<file path="config.mk">
export PLATFORM = sky130hd
export DESIGN_NAME = csdf_flux_scheduler
export DESIGN_NICKNAME = d
export VERILOG_FILES = /design/src/rtl/csdf_flux_scheduler.sv
export SDC_FILE = /design/constraint.sdc
export NUM_CORES = 1
export LEC_CHECK = 0
export ABC_AREA = 1
export CORE_MARGIN = 1.5
export CORE_UTILIZATION = 30
export CTS_BUF_LIST = sky130_fd_sc_hd__clkbuf_8 sky130_fd_sc_hd__clkbuf_16
export CTS_CLUSTER_DIAMETER = 30
export CTS_CLUSTER_SIZE = 10
export DETAILED_ROUTE_END_ITERATION = 12
export DONT_BUFFER_PORTS = 1
export PLACE_DENSITY = 0.46
export SLEW_MARGIN = 20
export SYNTH_ARGS = -nofsm -noshare
export SYNTH_HDL_FRONTEND = slang
export SYNTH_SLANG_ARGS = --single-unit
</file>
<file path="constraint.sdc">
create_clock -name clk -period 1.65 [get_ports clk]
set_clock_uncertainty 0.15 [all_clocks]
set_input_delay 0.495 -clock clk [delete_from_list [all_inputs] [get_ports clk]]
set_output_delay 0.495 -clock clk [all_outputs]
set_load 0.01 [all_outputs]
</file>
<file path="src/rtl/csdf_flux_scheduler.sv">
// csdf_flux_scheduler: round-robin, burst-atomic scheduler for the shared CSDF accumulate datapath.
module csdf_flux_scheduler #(
    parameter int FLUX = 2,
    parameter int PORTS = 2,
    parameter int NUM_OP = 4,
    localparam int TAG_WIDTH = (FLUX > 1) ? $clog2(FLUX) : 1,
    localparam int CNT_WIDTH = (NUM_OP > 1) ? $clog2(NUM_OP) : 1
) (
    input  logic                   clk,
    input  logic                   rst,
    input  logic [PORTS*FLUX-1:0]  empty,
    input  logic [FLUX-1:0]        full,
    output logic [PORTS*FLUX-1:0]  read,
    output logic                   acc_load,
    output logic                   acc_en,
    output logic                   write,
    output logic [TAG_WIDTH-1:0]   sel,
    output logic [CNT_WIDTH-1:0]   remaining,
    output logic                   busy
);
    typedef enum logic [1:0] {IDLE, ACCUM, EMIT} state_t;
    localparam logic [CNT_WIDTH-1:0] LAST = CNT_WIDTH'(NUM_OP - 1);
    localparam int TAGS = 1 << TAG_WIDTH;
    state_t state, state_d;
    logic [TAG_WIDTH-1:0] sel_d, rr_ptr, rr_d, pick;
    logic [CNT_WIDTH-1:0] rem_d;
    logic [TAGS-1:0] ready, full_p;
    logic hit, sel_ready;
    // Padded to the full tag range so unused tag codes read as not-ready / full.
    always_comb begin
        ready = '0;
        full_p = '1;
        for (int f = 0; f < FLUX; f++) begin
            ready[f] = ~|empty[f*PORTS +: PORTS];
            full_p[f] = full[f];
        end
        sel_ready = ready[sel];
    end
    // Scan downward so the smallest offset from rr_ptr is the one that sticks.
    always_comb begin
        hit = 1'b0;
        pick = '0;
        for (int i = FLUX - 1; i >= 0; i--) begin
            if (ready[(int'(rr_ptr) + i) % FLUX]) begin
                hit = 1'b1;
                pick = TAG_WIDTH'((int'(rr_ptr) + i) % FLUX);
            end
        end
    end
    always_ff @(posedge clk or negedge rst) begin
        if (!rst) begin
            state <= IDLE;
            sel <= '0;
            rr_ptr <= '0;
            remaining <= LAST;
        end else begin
            state <= state_d;
            sel <= sel_d;
            rr_ptr <= rr_d;
            remaining <= rem_d;
        end
    end
    always_comb begin
        state_d = state;
        sel_d = sel;
        rem_d = remaining;
        rr_d = rr_ptr;
        case (state)
            IDLE: if (hit) begin
                state_d = ACCUM;
                sel_d = pick;
                rem_d = LAST;
            end
            ACCUM: if (sel_ready) begin
                if (remaining == '0) state_d = EMIT;
                else rem_d = remaining - 1'b1;
            end
            EMIT: if (!full_p[sel]) begin
                state_d = IDLE;
                rr_d = (sel == TAG_WIDTH'(FLUX - 1)) ? '0 : sel + 1'b1;
            end
            default: state_d = IDLE;
        endcase
    end
    always_comb begin
        read = '0;
        acc_en = state == ACCUM && sel_ready;
        if (acc_en) read[sel*PORTS +: PORTS] = '1;
        acc_load = acc_en && remaining == LAST;
        write = state == EMIT && !full_p[sel];
        busy = state != IDLE;
    end
endmodule

</file>
Word level (Yosys, flattened, before mapping) --
Index checks and enable logic that the tools add are counted.
Storage, ports and cells: input port bits 8, word-level logic and storage cells 64, output and inout bits 11, flip-flop bits (word level) 6
Cells by class: eq/ne operators 8, $add $sub $neg 4, multiplexer cells 24, reductions and logical operators 16, magnitude comparators 3, shift operators 2, bitwise logic cells 3
Operators with widths (count):
- 2-bit negator with 34-bit output | 1
- 2-bit by 34-bit variable shift with 4-bit output, first input constant | 1
- 2-bit by 34-bit indexed part select with 4-bit output, first input constant | 1
- 1-bit two-way mux | 14
- 2-bit two-way mux | 7
- 2-bit inequality test, second input constant | 5
- 4-bit AND reduction | 2
- 2-bit one-hot mux with 3 select lines | 1
- 4-bit AND | 1
- 2-bit == test, second input constant | 2
- 2-bit zero test | 2
- 1-bit by 2-bit less-than comparator with 1-bit output, second input constant | 2
- 4-bit two-way mux | 1
- 2-bit one-hot mux with 2 select lines | 1
- 2-bit AND reduction | 2
- 2-bit nonzero test | 2
- 2-bit OR reduction | 2
- 1-bit logical AND | 3
- 1-bit zero test | 3
- 2-bit by 3-bit less-than comparator with 1-bit output, second input constant | 1
- 1-bit adder, second input constant | 2
- 2-bit by 1-bit == test with 1-bit output, second input constant | 1
- 2-bit by 1-bit subtractor with 2-bit output, second input constant | 1
- 1-bit AND, first input constant | 1
- 1-bit NOT | 1

Logic depth before layout (Yosys ltp) --
depth after elaboration 9, mapped depth 7, depth with buffers taken out 7

Least setup slack after synthesis --
OpenSTA, ideal clock, no wires.
kind input to output, start in empty[1], end out acc_load, path buffers 0, stages on the path 4, required time 1.005 ns, path slack -0.158 ns, arrival time 1.163 ns, cells stage by stage nor2_1 > nand2_2 > a21oi_2 > and2_1
On the way: longest elaborated chain between the ends 6
Ends and longest elaborated chain:
- start: declaration | RTL line 11 | input logic [PORTS*FLUX-1:0] empty,
- 2-bit OR reduction | RTL line 34 | ready[f] = ~|empty[f*PORTS +: PORTS];
- 1-bit zero test | RTL line 34
- 1-bit two-way mux (implied by the code) (2 in a row) | RTL line 37 | sel_ready = ready[sel];
- 1-bit logical AND | RTL line 87 | acc_en = state == ACCUM && sel_ready;
- via acc_en | RTL line 15 | output logic acc_en,
- 1-bit logical AND | RTL line 89 | acc_load = acc_en && remaining == LAST;
- end: declaration | RTL line 14 | output logic acc_load,
The timed path passes the listed nets, and every way through them passes these cells. The select of a mux whose other input is x is not followed.

Worst setup path after layout --
start reg sel, end out acc_load
On the way: longest elaborated chain between the ends 4
Ends and longest elaborated chain:
- start: declaration | RTL line 17 | output logic [TAG_WIDTH-1:0] sel,
- start signal: assignment | RTL line 58 | sel <= sel_d;
- 1-bit two-way mux (implied by the code) (2 in a row) | RTL line 37
- 1-bit logical AND | RTL line 87
- 1-bit logical AND | RTL line 89
No other way between the ends. The select of a mux whose other input is x is not followed.

==> qor.csv <==
stage,metric,value,unit
finish,post-route-util,46.90,%
placement,portBuffers,0,
cts,cts_made_buffers,3,
floorplanning,die-width,41.91,um
pwr,p_seq_share,27.8,%
sta,slew_headroom,83.70,%
yosys,yosys.area_share.simple,39.67,%
yosys,ys.flop_type,dfrtp_1,
yosys,syn_inst,59,
floorplanning,row_count,13,
setup_path,critPathCaptureType,primary output,
placement,dpl.hpwl,721.4,um
finish,synthToLayoutAreaGrowth,39.39,%
global_routing,grt_start_max_net_pins,7,
yosys,synth_xor_area_share,0,%
setup_path,r2r_cells,5,
placement,placed_cell_area,560.5,sq um
yosys,synthArstFlopShare,100.0,%
finish,finalInstanceArea,633.1,sq um
yosys,yosys_warnings,0,
placement,routabilityCongestion,0.7000,
sta,rsz0062_at_grt,yes,
run,maxCapViolCount,0,
routing,detail-route-antenna-nets,0,
routing,drt-wirelength-per-cell,9.736,um
routing,vias,391,
yosys,synth.mux.area_fraction,0,%
pwr,power_leakage,0.3095,nW
min_path,holdPathEnd,remaining[0],
yosys,synth_common_cells,"12 x nand2_1, 10 x nor2_1, 7 x inv_1",
global_routing,antenna_found_initial,0,
yosys,yosys.cell_count.top_type,nand2_1,
floorplanning,die_area,1756,sq um
pwr,total_power,0.001224,W
yosys,synth_edf_count,0,
cts,clk_pin_slew,0.04,ns
routing,drc_errors,0,
routing,totalWireLength,847,um
setup_path,cp.arrival,1.10,ns
outcome,violations,negative setup slack,
setup_path,r2r_slack,0.08,ns
yosys,syn_area_per_cell,7.698,sq um
cts,cts-root-buf,clkbuf_8,
sta,setup_viol,7,
yosys,synthDistinctLibCells,21,
pwr,p_clk_share,18.0,%
setup_path,r2r_start,remaining[0],
routing,dr.pass1.iters,4,
pwr,power_density,1933,nW/um^2
finish,antenna_cells,0,
setup_path,path_class,reg -> out,
min_path,holdCritStartpoint,remaining[0],
pwr,p_int,0.0006919,W
finish,drive_gt1_share,47.22,%
floorplanning,io_pins,19,
global_routing,grt_overflow_total,0,
sta,setup_ws,-0.09350,ns
yosys,ys_ff_latch,6,
cts,cts_tree,built,
sta,fin_tns_setup,-0.3645,ns
yosys,syn-num-nets,69,
routing,dr.first_iter.drc_count,4,
yosys,yosysSeqAreaShare,33.61,%
min_path,min_path_cells,2,
global_routing,grt_pass1_vias,355,
cts,cts_max_level,1,
finish,fillers,144,
global_routing,grt_pass1_wl,1511,um
sta,period_share,105.7,%
sta,max_freq,0.5736,GHz
global_routing,grt_usage,11.54,%
cts,clkSinkCount,6,
outcome,outcome,"complete, but fails checks",
pwr,p_sw_share,43.47,%
cts,clock_latency,0.22,ns
setup_path,cp-start-kind,register,
pwr,pwr-share-comb,54.2,%
finish,nets,83,
yosys,netlist_top_cells_area,"dfrtp_1 22%, dfstp_2 12%, nand2_1 9.9%",
sta,hold_violations,0,
yosys,synth_area_leader_cell,dfrtp_1,
cts,cts_buffer_depth,2,
routing,viasPerCell,4.494,
setup_path,worstReg2RegEnd,remaining[1],
setup_path,path_max_fanout,4,
min_path,hp-class,reg -> reg,
setup_path,cp.required,1.00,ns
sta,worst_pin_slew,0.2437,ns
floorplanning,die_h,41.91,um
yosys,synth_compound_area_share,9.366,%
floorplanning,coreArea,1350,sq um
sta,hold_ws,0.3730,ns
pwr,ir_drop,0.7620,mV
floorplanning,start_util,33.64,%
pwr,p_switching,0.0005321,W
yosys,synthDominantCellAreaShare,22.04,%
yosys,synth_area,454.2,sq um
yosys,synth_top_family_by_area,simple AND/OR/NAND/NOR gates,
yosys,synth_adder_area_share,5.510,%
sta,final_max_slew_viol_count,0,
sta,period_needed,1.744,ns
how the worst max path moves through the flow:
| stage | endpoint | slack (ns) | cells after the start | startpoint |
|---|---|---|---|---|
| after floorplan | acc_load | -0.05 | 4 | empty[1] |
| after global placement | acc_load | 0.005 | 4 | empty[1] |
| after detailed placement | acc_load | -0.02 | 4 | empty[3] |
| after CTS | acc_load | -0.11 | 3 | sel |
| after global routing | acc_load | -0.16 | 4 | sel |
| final | acc_load | -0.09 | 4 | sel |
critical path, cell delays in order (launching register included):
cell     delay (ns)
dfrtp_1        0.42
inv_2          0.11
nand2_4        0.07
a21oi_4        0.12
and2_4         0.16
routing by layer:
layer | wire [um] | track usage [%] | vias up
met1 | 382 | 13.90 | 171
li1 | - | - | 211
met3 | 33 | 2.609 | 2
met5 | 0 | 0 | -
met4 | 12 | 11.61 | 0
met2 | 419 | 16.25 | 7
final cells by class:
type | instances | area (sq um) | area share, %
clock buffers | 3 | 41.29 | 6.522
clock inverters | 1 | 3.754 | 0.5929
inverters | 9 | 38.79 | 6.126
multi-input cells | 42 | 291.5 | 46.05
flip-flops and latches | 6 | 153.9 | 24.31
well taps | 15 | 18.77 | 2.964
repair buffers | 11 | 85.08 | 13.44
stage by stage:
stage | setup slack (ns) | cells
detailed placement | -0.01655 | 81
floorplan | -0.04798 | 59
finish | -0.09350 | 87
global route | -0.1591 | 87
CTS | -0.1059 | 87
global placement | 0.004733 | 81
layout by cell type, fill, tap and decap left out:
cell type / n
dlygate4sd3_1: 1
a21oi_2: 1
a21oi_4: 1
and2_4: 1
o21ai_1: 3
buf_4: 10
dfstp_2: 2
nand2_4: 2
nor2_4: 2
clkinv_4: 1
dfrtp_1: 3
ha_1: 2
nor2_2: 2
nand4_1: 1
o21ai_0: 1
a21oi_1: 1
nor3_4: 1
nand2_1: 10
nand3_1: 2
nand2_2: 3
clkbuf_8: 3
nand3_4: 2
dfrtp_2: 1
nor2_1: 7
inv_1: 7
inv_2: 2
power groups by stage:
stage / logic [W] / clock network [W] / registers [W]
detailed placement: 0.000640 / 0 / 0.000334
global placement: 0.000640 / 0 / 0.000336
global route: 0.000749 / 0.000242 / 0.000348
finish: 0.000663 / 0.000220 / 0.000341
CTS: 0.000679 / 0.000229 / 0.000342
floorplan: 0.000469 / 0 / 0.000324
logic make-up after synthesis:
group	Yosys count
and+or+nand+nor	33
buffers and inverters	11
AOI/OAI and AO/OA	7
DFF	6
adders and majority gates	2
what timing repair did:
item | in CTS | in global routing
hold buffers | 1 | 0
pin swaps | 3 | 0
buffers inserted | 1 | 0
gates cloned | 0 | 0
hold endpoints to repair | 6 | 0
endpoints found under the setup margin | 7 | 7
gates resized for setup | 4 | 0
registers in the layout (all words and copies together), names as in the netlist:
register   flops
rr_ptr         1
state          2
remaining      2
sel            1
(Power assumes the default switching activity.)
